--- config.mk ---
export PLATFORM = sky130hd
export DESIGN_NAME = rv_inst_encoder
export DESIGN_NICKNAME = d
export VERILOG_FILES = /design/src/rtl/rv_inst_encoder_pkg.sv /design/src/rtl/rv_inst_pack.sv /design/src/rtl/rv_inst_encoder.sv
export SDC_FILE = /design/constraint.sdc
export NUM_CORES = 1
export LEC_CHECK = 0
export ABC_CLOCK_PERIOD_IN_PS = 2900
export CAP_MARGIN = 25
export CORE_UTILIZATION = 49
export CTS_CLUSTER_DIAMETER = 30
export DETAILED_ROUTE_END_ITERATION = 8
export GPL_TIMING_DRIVEN = 1
export PLACE_DENSITY = 0.78
export SLEW_MARGIN = 20
export SYNTH_ARGS = -nofsm -noshare
export SYNTH_HDL_FRONTEND = slang
export SYNTH_SLANG_ARGS = --single-unit
--- constraint.sdc ---
create_clock -name clk -period 2.9 [get_ports clk]
set_clock_uncertainty 0.1 [all_clocks]
set_input_delay 0.435 -clock clk [delete_from_list [all_inputs] [get_ports clk]]
set_output_delay 0.435 -clock clk [all_outputs]
set_load 0.05 [all_outputs]
--- src/rtl/rv_inst_encoder_pkg.sv ---
// rv_inst_encoder_pkg: shared definitions for the RV32I instruction encoder.
//   - base opcodes of the supported formats
//   - op-class codes 0..7 carried on in_op
//   - canonical NOP word (addi x0, x0, 0)
//   - encoder FSM state encodings
// Optional feature macro used by the encoder files: RV_ENC_IMM_CHECK_EN.
package rv_inst_encoder_pkg;

  localparam logic [6:0] OPC_LOAD   = 7'b0000011;
  localparam logic [6:0] OPC_STORE  = 7'b0100011;
  localparam logic [6:0] OPC_OP     = 7'b0110011;
  localparam logic [6:0] OPC_OPIMM  = 7'b0010011;
  localparam logic [6:0] OPC_BRANCH = 7'b1100011;
  localparam logic [6:0] OPC_JAL    = 7'b1101111;
  localparam logic [6:0] OPC_LUI    = 7'b0110111;

  typedef enum logic [2:0] {
    OP_LOAD   = 3'd0,
    OP_STORE  = 3'd1,
    OP_RTYPE  = 3'd2,
    OP_ITYPE  = 3'd3,
    OP_BRANCH = 3'd4,
    OP_JAL    = 3'd5,
    OP_LUI    = 3'd6,
    OP_NOP    = 3'd7
  } op_class_e;

  localparam logic [31:0] NOP_WORD = 32'h0000_0013;

  typedef enum logic [1:0] {
    ST_IDLE  = 2'd0,
    ST_RUN   = 2'd1,
    ST_DRAIN = 2'd2,
    ST_DONE  = 2'd3
  } state_e;

endpackage

--- src/rtl/rv_inst_pack.sv ---
// rv_inst_pack: purely combinational field-to-word packer for RV32I.
// Ports:
//   op       in  3   op class (see op_class_e)
//   rd/rs1/rs2 in 5  register indices
//   funct3   in  3 ; funct7 in 7
//   imm      in  32  sign-extended byte offset or U-type value
//   inst     out 32  encoded instruction word (immediate truncated to format bits)
//   imm_err  out 1   immediate not representable in the format
// Macro RV_ENC_IMM_CHECK_EN: when defined, imm_err reports range violations;
// otherwise imm_err is constant 0.
module rv_inst_pack
  import rv_inst_encoder_pkg::*;
(
  input  logic [2:0]  op,
  input  logic [4:0]  rd,
  input  logic [4:0]  rs1,
  input  logic [4:0]  rs2,
  input  logic [2:0]  funct3,
  input  logic [6:0]  funct7,
  input  logic [31:0] imm,
  output logic [31:0] inst,
  output logic        imm_err
);

  // SLLI/SRLI/SRAI carry funct7 in the upper immediate bits.
  logic is_shift;
  assign is_shift = (funct3 == 3'b001) || (funct3 == 3'b101);

  always_comb begin
    inst = NOP_WORD;
    case (op_class_e'(op))
      OP_LOAD:   inst = {imm[11:0], rs1, funct3, rd, OPC_LOAD};
      OP_STORE:  inst = {imm[11:5], rs2, rs1, funct3, imm[4:0], OPC_STORE};
      OP_RTYPE:  inst = {funct7, rs2, rs1, funct3, rd, OPC_OP};
      OP_ITYPE:  inst = is_shift ? {funct7, imm[4:0], rs1, funct3, rd, OPC_OPIMM}
                                 : {imm[11:0], rs1, funct3, rd, OPC_OPIMM};
      OP_BRANCH: inst = {imm[12], imm[10:5], rs2, rs1, funct3, imm[4:1], imm[11], OPC_BRANCH};
      OP_JAL:    inst = {imm[20], imm[10:1], imm[11], imm[19:12], rd, OPC_JAL};
      OP_LUI:    inst = {imm[31:12], rd, OPC_LUI};
      default:   inst = NOP_WORD;
    endcase
  end

`ifdef RV_ENC_IMM_CHECK_EN
  // A value fits N signed bits when all bits above N-1 equal the sign bit.
  logic fits12, fits13, fits21;
  assign fits12 = (&imm[31:11]) | ~(|imm[31:11]);
  assign fits13 = (&imm[31:12]) | ~(|imm[31:12]);
  assign fits21 = (&imm[31:20]) | ~(|imm[31:20]);

  always_comb begin
    imm_err = 1'b0;
    case (op_class_e'(op))
      OP_LOAD, OP_STORE: imm_err = ~fits12;
      OP_ITYPE:          imm_err = is_shift ? (|imm[31:5]) : ~fits12;
      OP_BRANCH:         imm_err = ~fits13 | imm[0];
      OP_JAL:            imm_err = ~fits21 | imm[0];
      OP_LUI:            imm_err = |imm[11:0];
      default:           imm_err = 1'b0;
    endcase
  end
`else
  assign imm_err = 1'b0;
`endif

endmodule

--- src/rtl/rv_inst_encoder.sv ---
// rv_inst_encoder: streaming RV32I instruction encoder / program loader.
// Accepts decoded field bundles over valid/ready, packs them into 32-bit
// words and emits each with an auto-incrementing byte address.
// Ports:
//   clk, rst (async, active high), start (pulse: IDLE/DONE -> RUN)
//   in_valid/in_ready/in_last, in_op, in_rd, in_rs1, in_rs2,
//   in_funct3, in_funct7, in_imm     input field bundle
//   out_valid/out_ready, out_inst, out_addr   output word stream
//   count  words emitted since start (saturating)
//   done   one-cycle pulse after the final word is taken
//   err    sticky immediate-range error
// Macro RV_ENC_IMM_CHECK_EN: enables the immediate range check driving err;
// without it err stays 0 and immediates are silently truncated.
module rv_inst_encoder
  import rv_inst_encoder_pkg::*;
#(
  parameter int ADDR_W    = 10,
  parameter int BASE_ADDR = 0
) (
  input  logic              clk,
  input  logic              rst,
  input  logic              start,
  input  logic              in_valid,
  output logic              in_ready,
  input  logic              in_last,
  input  logic [2:0]        in_op,
  input  logic [4:0]        in_rd,
  input  logic [4:0]        in_rs1,
  input  logic [4:0]        in_rs2,
  input  logic [2:0]        in_funct3,
  input  logic [6:0]        in_funct7,
  input  logic [31:0]       in_imm,
  output logic              out_valid,
  input  logic              out_ready,
  output logic [31:0]       out_inst,
  output logic [ADDR_W-1:0] out_addr,
  output logic [15:0]       count,
  output logic              done,
  output logic              err
);

  localparam logic [ADDR_W-1:0] BASE = ADDR_W'(BASE_ADDR);

  state_e            state_q, state_d;
  logic [1:0]        cnt_q, cnt_d;
  logic [31:0]       slot0_q, slot0_d, slot1_q, slot1_d;
  logic [ADDR_W-1:0] addr_q, addr_d;
  logic [15:0]       count_q, count_d;
  logic              in_ready_q, in_ready_d;
  logic              err_q, err_d;

  logic [31:0] pack_inst;
  logic        pack_err;
  logic        push, pop, start_ok;

  rv_inst_pack u_pack (
    .op      (in_op),
    .rd      (in_rd),
    .rs1     (in_rs1),
    .rs2     (in_rs2),
    .funct3  (in_funct3),
    .funct7  (in_funct7),
    .imm     (in_imm),
    .inst    (pack_inst),
    .imm_err (pack_err)
  );

  assign push     = in_valid & in_ready_q;
  assign pop      = (cnt_q != 2'd0) & out_ready;
  assign start_ok = start & ((state_q == ST_IDLE) | (state_q == ST_DONE));

  // State register
  always_ff @(posedge clk or posedge rst) begin
    if (rst) state_q <= ST_IDLE;
    else     state_q <= state_d;
  end

  // Next-state logic; DRAIN exits on the cycle the last word leaves so that
  // done follows the final output handshake directly.
  always_comb begin
    state_d = state_q;
    case (state_q)
      ST_IDLE:  if (start_ok) state_d = ST_RUN;
      ST_RUN:   if (push && in_last) state_d = ST_DRAIN;
      ST_DRAIN: if (cnt_d == 2'd0) state_d = ST_DONE;
      ST_DONE:  state_d = start_ok ? ST_RUN : ST_IDLE;
      default:  state_d = ST_IDLE;
    endcase
  end

  // Outputs; out_inst reads 0 whenever no word is presented.
  always_comb begin
    done      = (state_q == ST_DONE);
    out_valid = (cnt_q != 2'd0);
    out_inst  = (cnt_q != 2'd0) ? slot0_q : 32'd0;
    out_addr  = addr_q;
    count     = count_q;
    in_ready  = in_ready_q;
    err       = err_q;
  end

  // Skid buffer and counters. slot0 is always the head. in_ready is
  // registered from the next occupancy, so a push can only arrive while
  // at least one slot is free, and occupancy 1 with push+pop keeps
  // in_ready high for full throughput.
  always_comb begin
    cnt_d   = cnt_q + {1'b0, push} - {1'b0, pop};
    slot0_d = slot0_q;
    slot1_d = slot1_q;
    if (pop) slot0_d = slot1_q;
    if (push) begin
      if ((cnt_q - {1'b0, pop}) == 2'd0) slot0_d = pack_inst;
      else                               slot1_d = pack_inst;
    end

    in_ready_d = (state_d == ST_RUN) && (cnt_d != 2'd2);

    addr_d = addr_q;
    if (start_ok)  addr_d = BASE;
    else if (pop)  addr_d = addr_q + ADDR_W'(4);

    count_d = count_q;
    if (start_ok)                         count_d = 16'd0;
    else if (pop && count_q != 16'hFFFF)  count_d = count_q + 16'd1;

    err_d = err_q;
    if (start_ok)              err_d = 1'b0;
    else if (push && pack_err) err_d = 1'b1;
  end

  always_ff @(posedge clk or posedge rst) begin
    if (rst) begin
      cnt_q      <= 2'd0;
      addr_q     <= BASE;
      count_q    <= 16'd0;
      in_ready_q <= 1'b0;
      err_q      <= 1'b0;
    end else begin
      cnt_q      <= cnt_d;
      addr_q     <= addr_d;
      count_q    <= count_d;
      in_ready_q <= in_ready_d;
      err_q      <= err_d;
    end
  end

  // Buffer payload needs no reset: it is only observed while cnt_q != 0.
  always_ff @(posedge clk) begin
    slot0_q <= slot0_d;
    slot1_q <= slot1_d;
  end

endmodule

==> out/metrics.cfg, run 1 <==
[placement]
io_buffers = 124
gp_congestion = 0.9175
dp_hpwl_um = 8573
placedCellCount = 737

[yosys]
synth_adder_area_share = 0.01821
synthSimpleGateAreaFrac = 0.2083
synthMuxAreaShare = 0.08140
synth_top_area_cell = edfxtp_1
synthTopCellsByCount = nand2_1, nor2b_1, nor2_1, dfxtp_1, edfxtp_1
synth_area_leaders = edfxtp_1, dfrtp_1, dfxtp_1
yosysMostFrequentCell = nand2_1
synth-compound-area-share = 0.1456
async_flop_share = 0.3187
synth_xor_area_frac = 0.03277
synth_top_cell_area_share = 0.1873
synth_area_mm2 = 0.004811
synth.distinct_cells = 51
ys_seq_area_frac = 0.4713
syn_inst = 501
synth_warnings = 0
avgSynthCellArea_um2 = 9.603
synth_edf_count = 30
synth_flop_cell = dfxtp_1
synth_top_family_by_area = simple AND/OR/NAND/NOR gates
ys_ff_latch = 91

[global_routing]
grt-ovfl-total = 0
use_met3 = 0.03606
grt_usage = 0.2348
grt_start_max_net_pins = 40
grt_use_met1 = 0.3360
grt_pass1_wl_um = 18490
grt_pass1_vias = 3753
busiest_layer = met2
antenna_found_initial = 0
grtUsageMet2 = 0.3668

[layout]
nets = 692
antennaDiodeCount = 0
drive_above_1_share = 0.07853
stdcell_count = 753
area_delta_synth_final_pct = 33.63
fillers = 743

[clocking]
htree_num_levels = 3
clock_sinks = 91
cts_tree = done
cts_buffer_depth = 2
cts_resized = 0
clk_latency_ns = 0.36
holdBufCountCts = 0
cts_buffers = 9
root_buffer = clkbuf_8
cts_setup_buffers = 0
path_clk_slew_ns = 0.09

[floorplanning]
die_area_mm2 = 0.01022
rows = 35
initial_utilization = 0.5134
core_mm2 = 0.009371
ios = 128
die_w_um = 101.1
die_h_um = 101.1

[routing]
vias = 4076
drtAntennaViolNets = 0
wl_per_cell_um = 15.48
wl_um = 11660
first_pass_iters = 5
vias_per_cell = 5.413
drc = 0
drt_iter0_markers = 211

[sta]
fin_crit_sh = 0.9666
slew_headroom = 0.4701
finalHoldViolCount = 0
final_period_minus_worst_setup_slack_ns = 2.803
fmax_mhz = 356.7
fin_setup_tns_ns = 0
rsz0062_at_grt = no
finalSetupViolations = 0
slew_violations = 0
worstMarginPinSlew_ns = 0.7919

[worst_setup_path]
worstPathMaxFanout = 33
critPathKind = reg2out
startpoint_type = register
rr_worst_depth = 4
end_kind = primary output
arrival_ns = 2.27
crit_required_ns = 2.37

[power]
power.density_mw_per_mm2 = 946.4
seqPwrFrac = 0.312
combPwrFrac = 0.531
p_clk_frac = 0.158
ir_worst_vdd_uv = 678.1
p_int_mw = 3.356
power_switching_mw = 2.728
finalPower_mw = 6.084
power.share.switching = 0.4483
p_leak_nw = 2.628

[worst_hold_path]
hp-class = in2async

[run]
drv_cap = 0

[run_status]
outcome = finished, final reports clean

cells by family after synthesis:
kind of cell	Yosys count
compound gates	107
xor+xnor	18
fa+ha+maj	7
buf+inv	44
flops	91
mux	34
other cells	1
simple gates	199
metal layers:
| metal | up-vias | share of wire |
|---|---|---|
| li1 | 2002 | - |
| met5 | - | 0 |
| met4 | 0 | 0.015 |
| met2 | 151 | 0.47 |
| met3 | 15 | 0.049 |
| met1 | 1908 | 0.47 |
cell usage in the layout, fill, tap and decap left out, drive strengths merged, types with 6 or more instances in the layout:
cell	instances
a21o	10
a21oi	26
a221o	6
a22o	8
and2	7
buf	12
clkbuf	11
clkdlybuf4s50	124
dfrtp	29
dfxtp	32
edfxtp	30
ha	7
inv	13
mux2i	29
nand2	67
nand2b	6
nand3	7
nand4	8
nor2	38
nor2b	41
nor3	9
o21ai	35
or3	7
xnor2	12
xor2	6
power by group through the flow:
stage,Clock [mW],Combinational (mW),Sequential [mW]
after global routing,1.03,3.43,1.93
after global placement,0,3.17,1.90
after CTS,0.975,3.25,1.89
final,0.959,3.23,1.90
after floorplan,0,2.09,1.99
after detailed placement,0,3.24,1.92
critical path: stages (launching register included):
cell,delay [ns]
dfrtp_1,0.50
nor2_2,0.07
buf_4,0.26
nor2b_1,0.24
clkdlybuf4s50_1,0.84
sequential cells by signal, summed over array words and instances (netlist names):
signal and count:
cnt_q 2, state_q 2, count 16, out_addr 8
slot0_q 32, in_ready 1, slot1_q 30
per-stage QoR:
stage | setup slack (ns) | cell area [µm²] | hold slack, ns | utilization
floorplan | 0.2408 | 4818 | 0.3070 | -
global placement | 0.5037 | 6201 | 0.3276 | 0.6617
detailed placement | 0.4405 | 6201 | 0.3238 | 0.6617
CTS | 0.1021 | 6429 | 0.3442 | 0.6860
global route | 0.01559 | 6429 | 0.3636 | 0.6860
finish | 0.09678 | 6429 | 0.3461 | 0.6860
worst paths after layout:
| path | start | endpoint | slack, ns |
|---|---|---|---|
| worst max-delay path | cnt_q[1] | out_inst[24] | 0.1 |
| worst min-delay path | rst | count[9] | 0.35 |
| worst max register to register | cnt_q[1] | slot0_q[4] | 0.73 |
| worst min register to register | slot0_q[0] | slot0_q[0] | 0.35 |
| max in group asynchronous | rst | count[10] | 2.07 |
| min in group clk | slot0_q[0] | slot0_q[0] | 0.35 |
layout make-up:
| class | count | area (µm²) | share of cell area |
|---|---|---|---|
| clock buffer | 11 | 141.4 | 0.02199 |
| clock inverter | 5 | 86.33 | 0.01343 |
| inverter | 13 | 48.80 | 0.007590 |
| multi-input combinational | 368 | 2380 | 0.3702 |
| sequential | 91 | 2267 | 0.3527 |
| tap | 129 | 161.4 | 0.02511 |
| timing repair buffer | 136 | 1344 | 0.2090 |
Power figures use the tool's default switching activity.
==> run 2: changes to the inputs <==
- CORE_UTILIZATION: 49 -> 50
- CTS_BUF_LIST: default -> sky130_fd_sc_hd__clkbuf_4
- PLACE_DENSITY: 0.78 -> 0.79
==> out/metrics.cfg, run 2 (same netlist as run 1, synthesis figures left out) <==
[clocking]
root_buffer = clkbuf_4
clk_latency_ns = 0.44
clock_sinks = 91
cts_buffers = 9
holdBufCountCts = 0
cts_tree = done
cts_setup_buffers = 0
htree_num_levels = 3
path_clk_slew_ns = 0.16
cts_buffer_depth = 2

[worst_setup_path]
end_kind = primary output
worstPathMaxFanout = 28
slowest_stage = clkdlybuf4s50_1
crit_required_ns = 2.37
crit_chain = nor2_2 > buf_12 > nor2b_1 > clkdlybuf4s50_1
startpoint_type = register
critPathKind = reg2out
slowest_delay_ns = 0.71
arrival_ns = 2.24

[sta]
finalSetupViolations = 0
fin_crit_sh = 0.9580
hold_slack_ns = 0.2524
fmax_mhz = 360.0
slew_violations = 0
fin_setup_tns_ns = 0
timing.final.ws_setup_ns = 0.1219
rsz0062_at_grt = no
final_period_minus_worst_setup_slack_ns = 2.778
finalHoldViolCount = 0
slew_headroom = 0.4144
worstMarginPinSlew_ns = 0.8750

[placement]
place_ws_ns = 0.4833
gp_congestion = 0.8892
dp_hpwl_um = 8302
io_buffers = 124

[routing]
wl_um = 11480
vias = 4081
vias_per_cell = 5.420
drc = 0
wl_per_cell_um = 15.24
first_pass_iters = 4
drtAntennaViolNets = 0
drt_iter0_markers = 235

[floorplanning]
ios = 128
core_mm2 = 0.009284
die_area_mm2 = 0.01002
die_h_um = 100.1
rows = 35
die_w_um = 100.1
initial_utilization = 0.5182

[layout]
antennaDiodeCount = 0
final_common_cell = clkdlybuf4s50_1
top_register = slot0_q
area_delta_synth_final_pct = 32.20
nets = 692
largest_reg_flops = 32
final_cell_mix = clkdlybuf4s50_1, nand2_1, nor2b_1
drive_above_1_share = 0.07692

[global_routing]
grt_pass1_wl_um = 18400
grt-ovfl-total = 0
grt_start_max_net_pins = 50
grt_usage = 0.2336
grt_pass1_vias = 3844
antenna_found_initial = 0

[worst_hold_path]
hp-class = in2async

[run_status]
outcome = finished, final reports clean

[power]
ir_worst_vdd_uv = 474.0
p_leak_nw = 2.736
power.density_mw_per_mm2 = 900.3

[run]
drv_cap = 0

## run 2: changes by cell type in the layout (fill, tap and decap cells not counted), sizes merged
cell	delta
bufinv	-2
clkinv	+1
dlymetal6s2s	+13
clkbuf	-2
clkdlybuf4s50	-13
inv	+3
## run 2: routing by layer
layer,GRT usage,vias to the layer above,share of wire
li1,-,1999,-
met1,0.3149,1934,0.46
met2,0.3846,133,0.48
met3,0.03064,15,0.045
met4,0.09142,0,0.015
met5,0,-,0
## run 2: layout make-up
class | instances | area, µm²
repair buffers | 136 | 1389
inverters | 13 | 48.80
flip-flops and latches | 91 | 2267
well taps | 129 | 161.4
clock inverters | 7 | 51.30
clock buffers | 9 | 67.56
multi-input cells | 368 | 2375
fillers | 761 | 2924
## run 2: stage by stage
step / cell area, µm² / cells / utilization / power (mW)
2_1_floorplan: 4818 / 503 / - / 4.078
3_3_place_gp: 6208 / 737 / 0.6687 / 5.075
3_5_place_dp: 6208 / 737 / 0.6687 / 5.147
4_1_cts: 6327 / 753 / 0.6815 / 5.779
5_1_grt: 6360 / 753 / 0.6850 / 6.032
6_report: 6360 / 753 / 0.6850 / 5.726
## run 2: critical path: cells and delay by family (launching register included)
family	cells	cell delay (ns)
buffers and inverters	2	0.94
flip-flops	1	0.49
AND/OR/NAND/NOR	2	0.38
## run 2: timing repair
action                     in CTS  in global routing
setup endpoints to repair       0                 13
hold endpoints to repair        0                  0
resized for setup               0                 13
## run 2: where the power goes
group / switching, mW / internal [mW] / total (mW)
clock: 0.446 / 0.183 / 0.630
combinational: 2.04 / 1.16 / 3.20
sequential: 0.207 / 1.69 / 1.90
total: 2.70 / 3.03 / 5.73
## run 2: final timing paths
| path | from | to | slack (ns) | depth (start not counted) |
|---|---|---|---|---|
| max | cnt_q[1] | out_inst[5] | 0.12 | 4 |
| max in group asynchronous | rst | cnt_q[0] | 2.16 | 3 |
| min | rst | count[3] | 0.25 | 3 |
| max reg2reg | cnt_q[1] | slot0_q[20] | 0.70 | 4 |
| min reg2reg | slot0_q[1] | slot0_q[1] | 0.38 | 1 |
| min in group clk | slot0_q[1] | slot0_q[1] | 0.38 | 1 |
